## src/rtl/byte_deint_ctrl.sv

```systemverilog
// Block-interleaver memory client: writes a ROWS x COLS block row-major, reads it back column-major.
// Optional feature macro: BYTE_DEINT_DROP_CNT_EN (counts input bytes offered while not in WR).
module byte_deint_ctrl #(
  parameter int ROWS = 144,
  parameter int COLS = 240
) (
  input  logic        clk,
  input  logic        reset_n,
  input  logic [7:0]  in_data,
  input  logic        in_vld,
  output logic        in_rdy,
  output logic [7:0]  out_data,
  output logic        out_vld,
  input  logic        out_rdy,
  output logic        out_sof,
  output logic        out_eob,
  output logic [16:0] mem_ad,
  output logic [7:0]  mem_di,
  output logic        mem_en,
  output logic        mem_wr,
  input  logic [7:0]  mem_do,
  input  logic        mdo_en,
  output logic [15:0] drop_cnt
);

  localparam int          NBYTES    = ROWS * COLS;
  localparam logic [16:0] LAST_ADDR = 17'(NBYTES - 1);
  localparam logic [16:0] ROW_LAST  = 17'(ROWS - 1);
  localparam logic [16:0] COL_LAST  = 17'(COLS - 1);
  localparam logic [16:0] COL_STEP  = 17'(COLS);

  typedef enum logic [1:0] {WR, RD, DRAIN} state_t;

  state_t      r_state;
  state_t      w_state_next;
  logic [16:0] r_wr_cnt;
  logic [16:0] r_rd_addr;
  logic [16:0] r_row;
  logic [16:0] r_col;
  logic        r_inflight;
  logic        r_tag_sof;
  logic        r_tag_eob;
  logic [7:0]  r_fd [2];
  logic        r_fs [2];
  logic        r_fe [2];
  logic        r_wp;
  logic        r_rp;
  logic [1:0]  r_occ;

  logic        w_in_rdy;
  logic        w_out_vld;
  logic        w_pop;
  logic        w_rd_issue;
  logic        w_wr_accept;
  logic [2:0]  w_occ_sum;
  logic [2:0]  w_occ_limit;

  assign w_in_rdy    = (r_state == WR);
  assign w_out_vld   = (r_occ != 2'd0);
  assign w_pop       = w_out_vld & out_rdy;
  assign w_wr_accept = w_in_rdy & in_vld;
  // occ + inflight - pop < 2, rearranged to stay unsigned
  assign w_occ_sum   = {1'b0, r_occ} + {2'b00, r_inflight};
  assign w_occ_limit = 3'd2 + {2'b00, w_pop};
  assign w_rd_issue  = (r_state == RD) && (w_occ_sum < w_occ_limit);

  assign in_rdy   = w_in_rdy;
  assign out_vld  = w_out_vld;
  assign out_data = w_out_vld ? r_fd[r_rp] : 8'd0;
  assign out_sof  = w_out_vld & r_fs[r_rp];
  assign out_eob  = w_out_vld & r_fe[r_rp];

  always_ff @(posedge clk or negedge reset_n) begin
    if (!reset_n) r_state <= WR;
    else          r_state <= w_state_next;
  end

  always_comb begin
    w_state_next = r_state;
    mem_en       = 1'b0;
    mem_wr       = 1'b0;
    mem_ad       = 17'd0;
    mem_di       = 8'd0;
    case (r_state)
      WR: begin
        if (in_vld) begin
          mem_en = 1'b1;
          mem_wr = 1'b1;
          mem_ad = r_wr_cnt;
          mem_di = in_data;
          if (r_wr_cnt == LAST_ADDR) w_state_next = RD;
        end
      end
      RD: begin
        if (w_rd_issue) begin
          mem_en = 1'b1;
          mem_ad = r_rd_addr;
          if ((r_row == ROW_LAST) && (r_col == COL_LAST)) w_state_next = DRAIN;
        end
      end
      DRAIN: begin
        if ((r_occ == 2'd0) && !r_inflight) w_state_next = WR;
      end
      default: w_state_next = WR;
    endcase
  end

  always_ff @(posedge clk or negedge reset_n) begin
    if (!reset_n) begin
      r_wr_cnt <= 17'd0;
    end else if (w_wr_accept) begin
      r_wr_cnt <= (r_wr_cnt == LAST_ADDR) ? 17'd0 : r_wr_cnt + 17'd1;
    end
  end

  // Column-major walk; the final read wraps all counters back to address 0
  always_ff @(posedge clk or negedge reset_n) begin
    if (!reset_n) begin
      r_rd_addr <= 17'd0;
      r_row     <= 17'd0;
      r_col     <= 17'd0;
      r_tag_sof <= 1'b0;
      r_tag_eob <= 1'b0;
    end else if (w_rd_issue) begin
      r_tag_sof <= (r_rd_addr == 17'd0);
      r_tag_eob <= (r_rd_addr == LAST_ADDR);
      if (r_row < ROW_LAST) begin
        r_row     <= r_row + 17'd1;
        r_rd_addr <= r_rd_addr + COL_STEP;
      end else begin
        r_row <= 17'd0;
        if (r_col == COL_LAST) begin
          r_col     <= 17'd0;
          r_rd_addr <= 17'd0;
        end else begin
          r_col     <= r_col + 17'd1;
          r_rd_addr <= r_col + 17'd1;
        end
      end
    end
  end

  always_ff @(posedge clk or negedge reset_n) begin
    if (!reset_n)        r_inflight <= 1'b0;
    else if (w_rd_issue) r_inflight <= 1'b1;
    else if (mdo_en)     r_inflight <= 1'b0;
  end

  always_ff @(posedge clk or negedge reset_n) begin
    if (!reset_n) begin
      for (int i = 0; i < 2; i++) begin
        r_fd[i] <= 8'd0;
        r_fs[i] <= 1'b0;
        r_fe[i] <= 1'b0;
      end
      r_wp  <= 1'b0;
      r_rp  <= 1'b0;
      r_occ <= 2'd0;
    end else begin
      if (mdo_en) begin
        r_fd[r_wp] <= mem_do;
        r_fs[r_wp] <= r_tag_sof;
        r_fe[r_wp] <= r_tag_eob;
        r_wp       <= ~r_wp;
      end
      if (w_pop) r_rp <= ~r_rp;
      case ({mdo_en, w_pop})
        2'b10:   r_occ <= r_occ + 2'd1;
        2'b01:   r_occ <= r_occ - 2'd1;
        default: r_occ <= r_occ;
      endcase
    end
  end

`ifdef BYTE_DEINT_DROP_CNT_EN
  logic [15:0] r_drop_cnt;

  always_ff @(posedge clk or negedge reset_n) begin
    if (!reset_n) begin
      r_drop_cnt <= 16'd0;
    end else if (in_vld && !w_in_rdy && (r_drop_cnt != 16'hFFFF)) begin
      r_drop_cnt <= r_drop_cnt + 16'd1;
    end
  end

  assign drop_cnt = r_drop_cnt;
`else
  assign drop_cnt = 16'd0;
`endif

endmodule

```

## config.mk

```make
export PLATFORM = sky130hd
export DESIGN_NAME = byte_deint_ctrl
export DESIGN_NICKNAME = d
export VERILOG_FILES = /design/src/rtl/byte_deint_ctrl.sv
export SDC_FILE = /design/constraint.sdc
export NUM_CORES = 1
export LEC_CHECK = 0
export BUFFER_PORTS_ARGS = -buffer_cell sky130_fd_sc_hd__buf_2
export CAP_MARGIN = 20
export CORE_MARGIN = 5
export CORE_UTILIZATION = 45
export DETAILED_ROUTE_END_ITERATION = 12
export PLACE_DENSITY = 0.7
export SLEW_MARGIN = 20
export SYNTH_ARGS = -nofsm -noshare
export SYNTH_HDL_FRONTEND = slang
export SYNTH_SLANG_ARGS = --single-unit
```

## constraint.sdc

```tcl
create_clock -name clk -period 5.7 [get_ports clk]
set_input_delay 0.855 -clock clk [delete_from_list [all_inputs] [get_ports clk]]
set_output_delay 0.855 -clock clk [all_outputs]
set_load 0.02 [all_outputs]
```

==> run metrics <==
CP Class=reg2out; Clk network pwr share=about 29%; Arr. time, crit path=between 2000 and 2500 ps; Die X=approximately 120 um; Total Wirelength=12300 um; row cnt=39; pwr dens=311 nW/um^2; # DRC=0; first-pass GRT wire length=21100 um; reg2reg end=r_rd_addr[15]; fin nets=629; Critical Path End Type=output port; Ports=76; Cell Area, Synth=between 5000 and 6000 um^2; CTS clk-pin slew, worst paths=60 ps; DRT Pass-1 Iters=5; P_int=~1.3 mW; Non-Filler Instances=745; total grt overflow=0; worst min path class=in2async; Num CTS Buffers=9; CP Capture Point=mem_ad[8]; synthesis-to-layout area growth=11.1%; worst hold slack=477 ps; Die Y=roughly 120 um; Post-CTS Setup Bufs=0; share of layout cells above drive strength 1=17.4%; sequential element share of the synthesized area=around 45%; period utilisation layout=57.3%; Startpoint Class=flop; fin area=5950 um^2; Reg2Reg Setup Slack=a little under 3000 ps; switching part of the total=between 30% and 40%; Final Setup Violations=0; Synth area leader=dfrtp_1; Combinational Power Share=24.0%; post-layout min period=3260 ps; max-slew violation count=0; relative slew slack=38.0%; gr usage total=18.1%; Fin Setup TNS=0 ps; Final ANT Viol Nets=0; most common cell in the synthesized netlist=dfrtp_1; Final Util=51.5%; synthesized area per cell=9.76 um^2; total number of vias=4318; fill count=1058; Worst Setup SP=r_occ[0]; Initial Utilization=a little under half; vias per std cell=5.80; CTS resizes=0; clock sink count=just under 100; clk buf depth=2; outcome=complete, no violations; post-place setup slack=2680 ps; CTS H-Tree Depth=3; pin count of the biggest net entering global routing=58; vias in the first global route=4290; share of power burned in registers=47.0%; # Max-Cap Violations=0; total core area=~12000 um^2; Wirelength per Cell=about 17 um; worst r2r src=r_row[14]; commonest cells in the netlist=dfrtp_1, nand2_1, nor2_1; Cells after Synth=approximately 550; GP Congestion=between 0.8 and 0.9; CTS tree=yes; RSZ-0062 raised after global routing=no; Net Sw Power=around 0.59 mW; Max Fanout on Critical Path=22; Reg2Reg Depth=5; peak supply drop=0.000161 V; Worst-Margin Slew=927 ps; Synth Flop Type=dfrtp_1; fmax=0.306 GHz; placed cells=731; Die Area=14200 um^2; top cell type's share of synthesized area=a little under half; fraction of registers with async set/reset=100%; antenna cells=0; Worst Skew=between 8 and 9 ps; Post-DP HPWL=8940 um; DR iter-0 viols=449; synth top area cells=dfrtp_1, mux2_2, xnor2_1; DP Area=5700 um^2; Clk Tree Root Cell=clkbuf_16; #FFs+latches synth=97; required time of the critical path=4850 ps; Lkg Pwr=2.76 nW; hold buffer count at cts=0; crit path setup slack, layout=2440 ps; Clock Latency Late Sink=350 ps; Pwr Total=1.85 mW; IO Port Bufs=59; Post-synth EDFFs=0; Synth cell types=61; final hold vios=0; Yosys Warn Count=0; initial antenna violation count=0
[worst min-delay path by stage]
stage / endpoint / cells past startpoint / slack [ps]
after floorplan: r_row[3] / 1 / 450
after global placement: r_wp / 1 / 480
after detailed placement: r_wp / 1 / 490
after CTS: r_fd[12] / 1 / 500
after global routing: r_fd[2] / 1 / 510
final: r_fd[10] / 1 / 480
[cell families (layout without fill, tap and decap cells)]
group                    Yosys count  after routing  share of synthesized area [%]
flip-flops                        97             97                           45.3
XOR/XNOR                          36             36                           5.89
AO/OA/AOI/OAI                    107            107                           14.2
AND/OR/NAND/NOR                  213            213                           20.7
buffers and inverters             53             91                           5.07
multiplexers                      33             33                           6.66
adder cells (fa/ha/maj)            9              9                           2.10
other                              1             16                         0.0700
[registers in the layout (all words and copies together), names as in the netlist, 2 cells and up]
signal,cells
r_state,2
r_fd,16
r_fs,2
r_rd_addr,17
r_wr_cnt,17
r_row,17
r_fe,2
r_occ,2
r_col,17
[power by group through the flow]
stage                     sequential [mW]  clock [mW]  combinational (mW)
after global placement              0.877           0               0.440
after detailed placement            0.882           0               0.451
final                               0.871       0.537               0.446
after global routing                0.885       0.584               0.492
after CTS                           0.870       0.548               0.452
after floorplan                     0.845           0               0.354
[worst max-delay path: stages, from the launching register on]
cell	delay, ps
dfrtp_1	440
ha_1	210
ha_1	210
or2_2	350
nor2_1	190
buf_4	290
nand2_1	80
o21ai_0	90
buf_2	200
[cell type report]
cell class	instances	area, um^2	share of cell area [%]
flip-flops and latches	97	2430	40.8
repair buffers	63	328	5.51
well taps	143	179	3.00
multi-input cells	414	2720	45.6
inverters	14	52.6	0.883
clock inverters	3	20.0	0.336
clock buffers	11	233	3.91
[cell usage in the layout (no fill, tap or decap), types with 17 or more instances in the layout]
cell type,instances
a22o_1,21
buf_2,58
dfrtp_1,97
mux2_2,21
nand2_1,48
nand3_1,17
nor2_1,47
nor3_1,20
o21ai_0,33
xnor2_1,27
[metal layers]
layer / vias up / part of all wire, % / track usage (%)
li1: 2044 / - / -
met1: 2131 / 46 / 24.1
met2: 130 / 46 / 28.6
met3: 13 / 6.1 / 5.12
met4: 0 / 1.5 / 5.72
met5: - / 0 / 0
(Power assumes the default switching activity.)
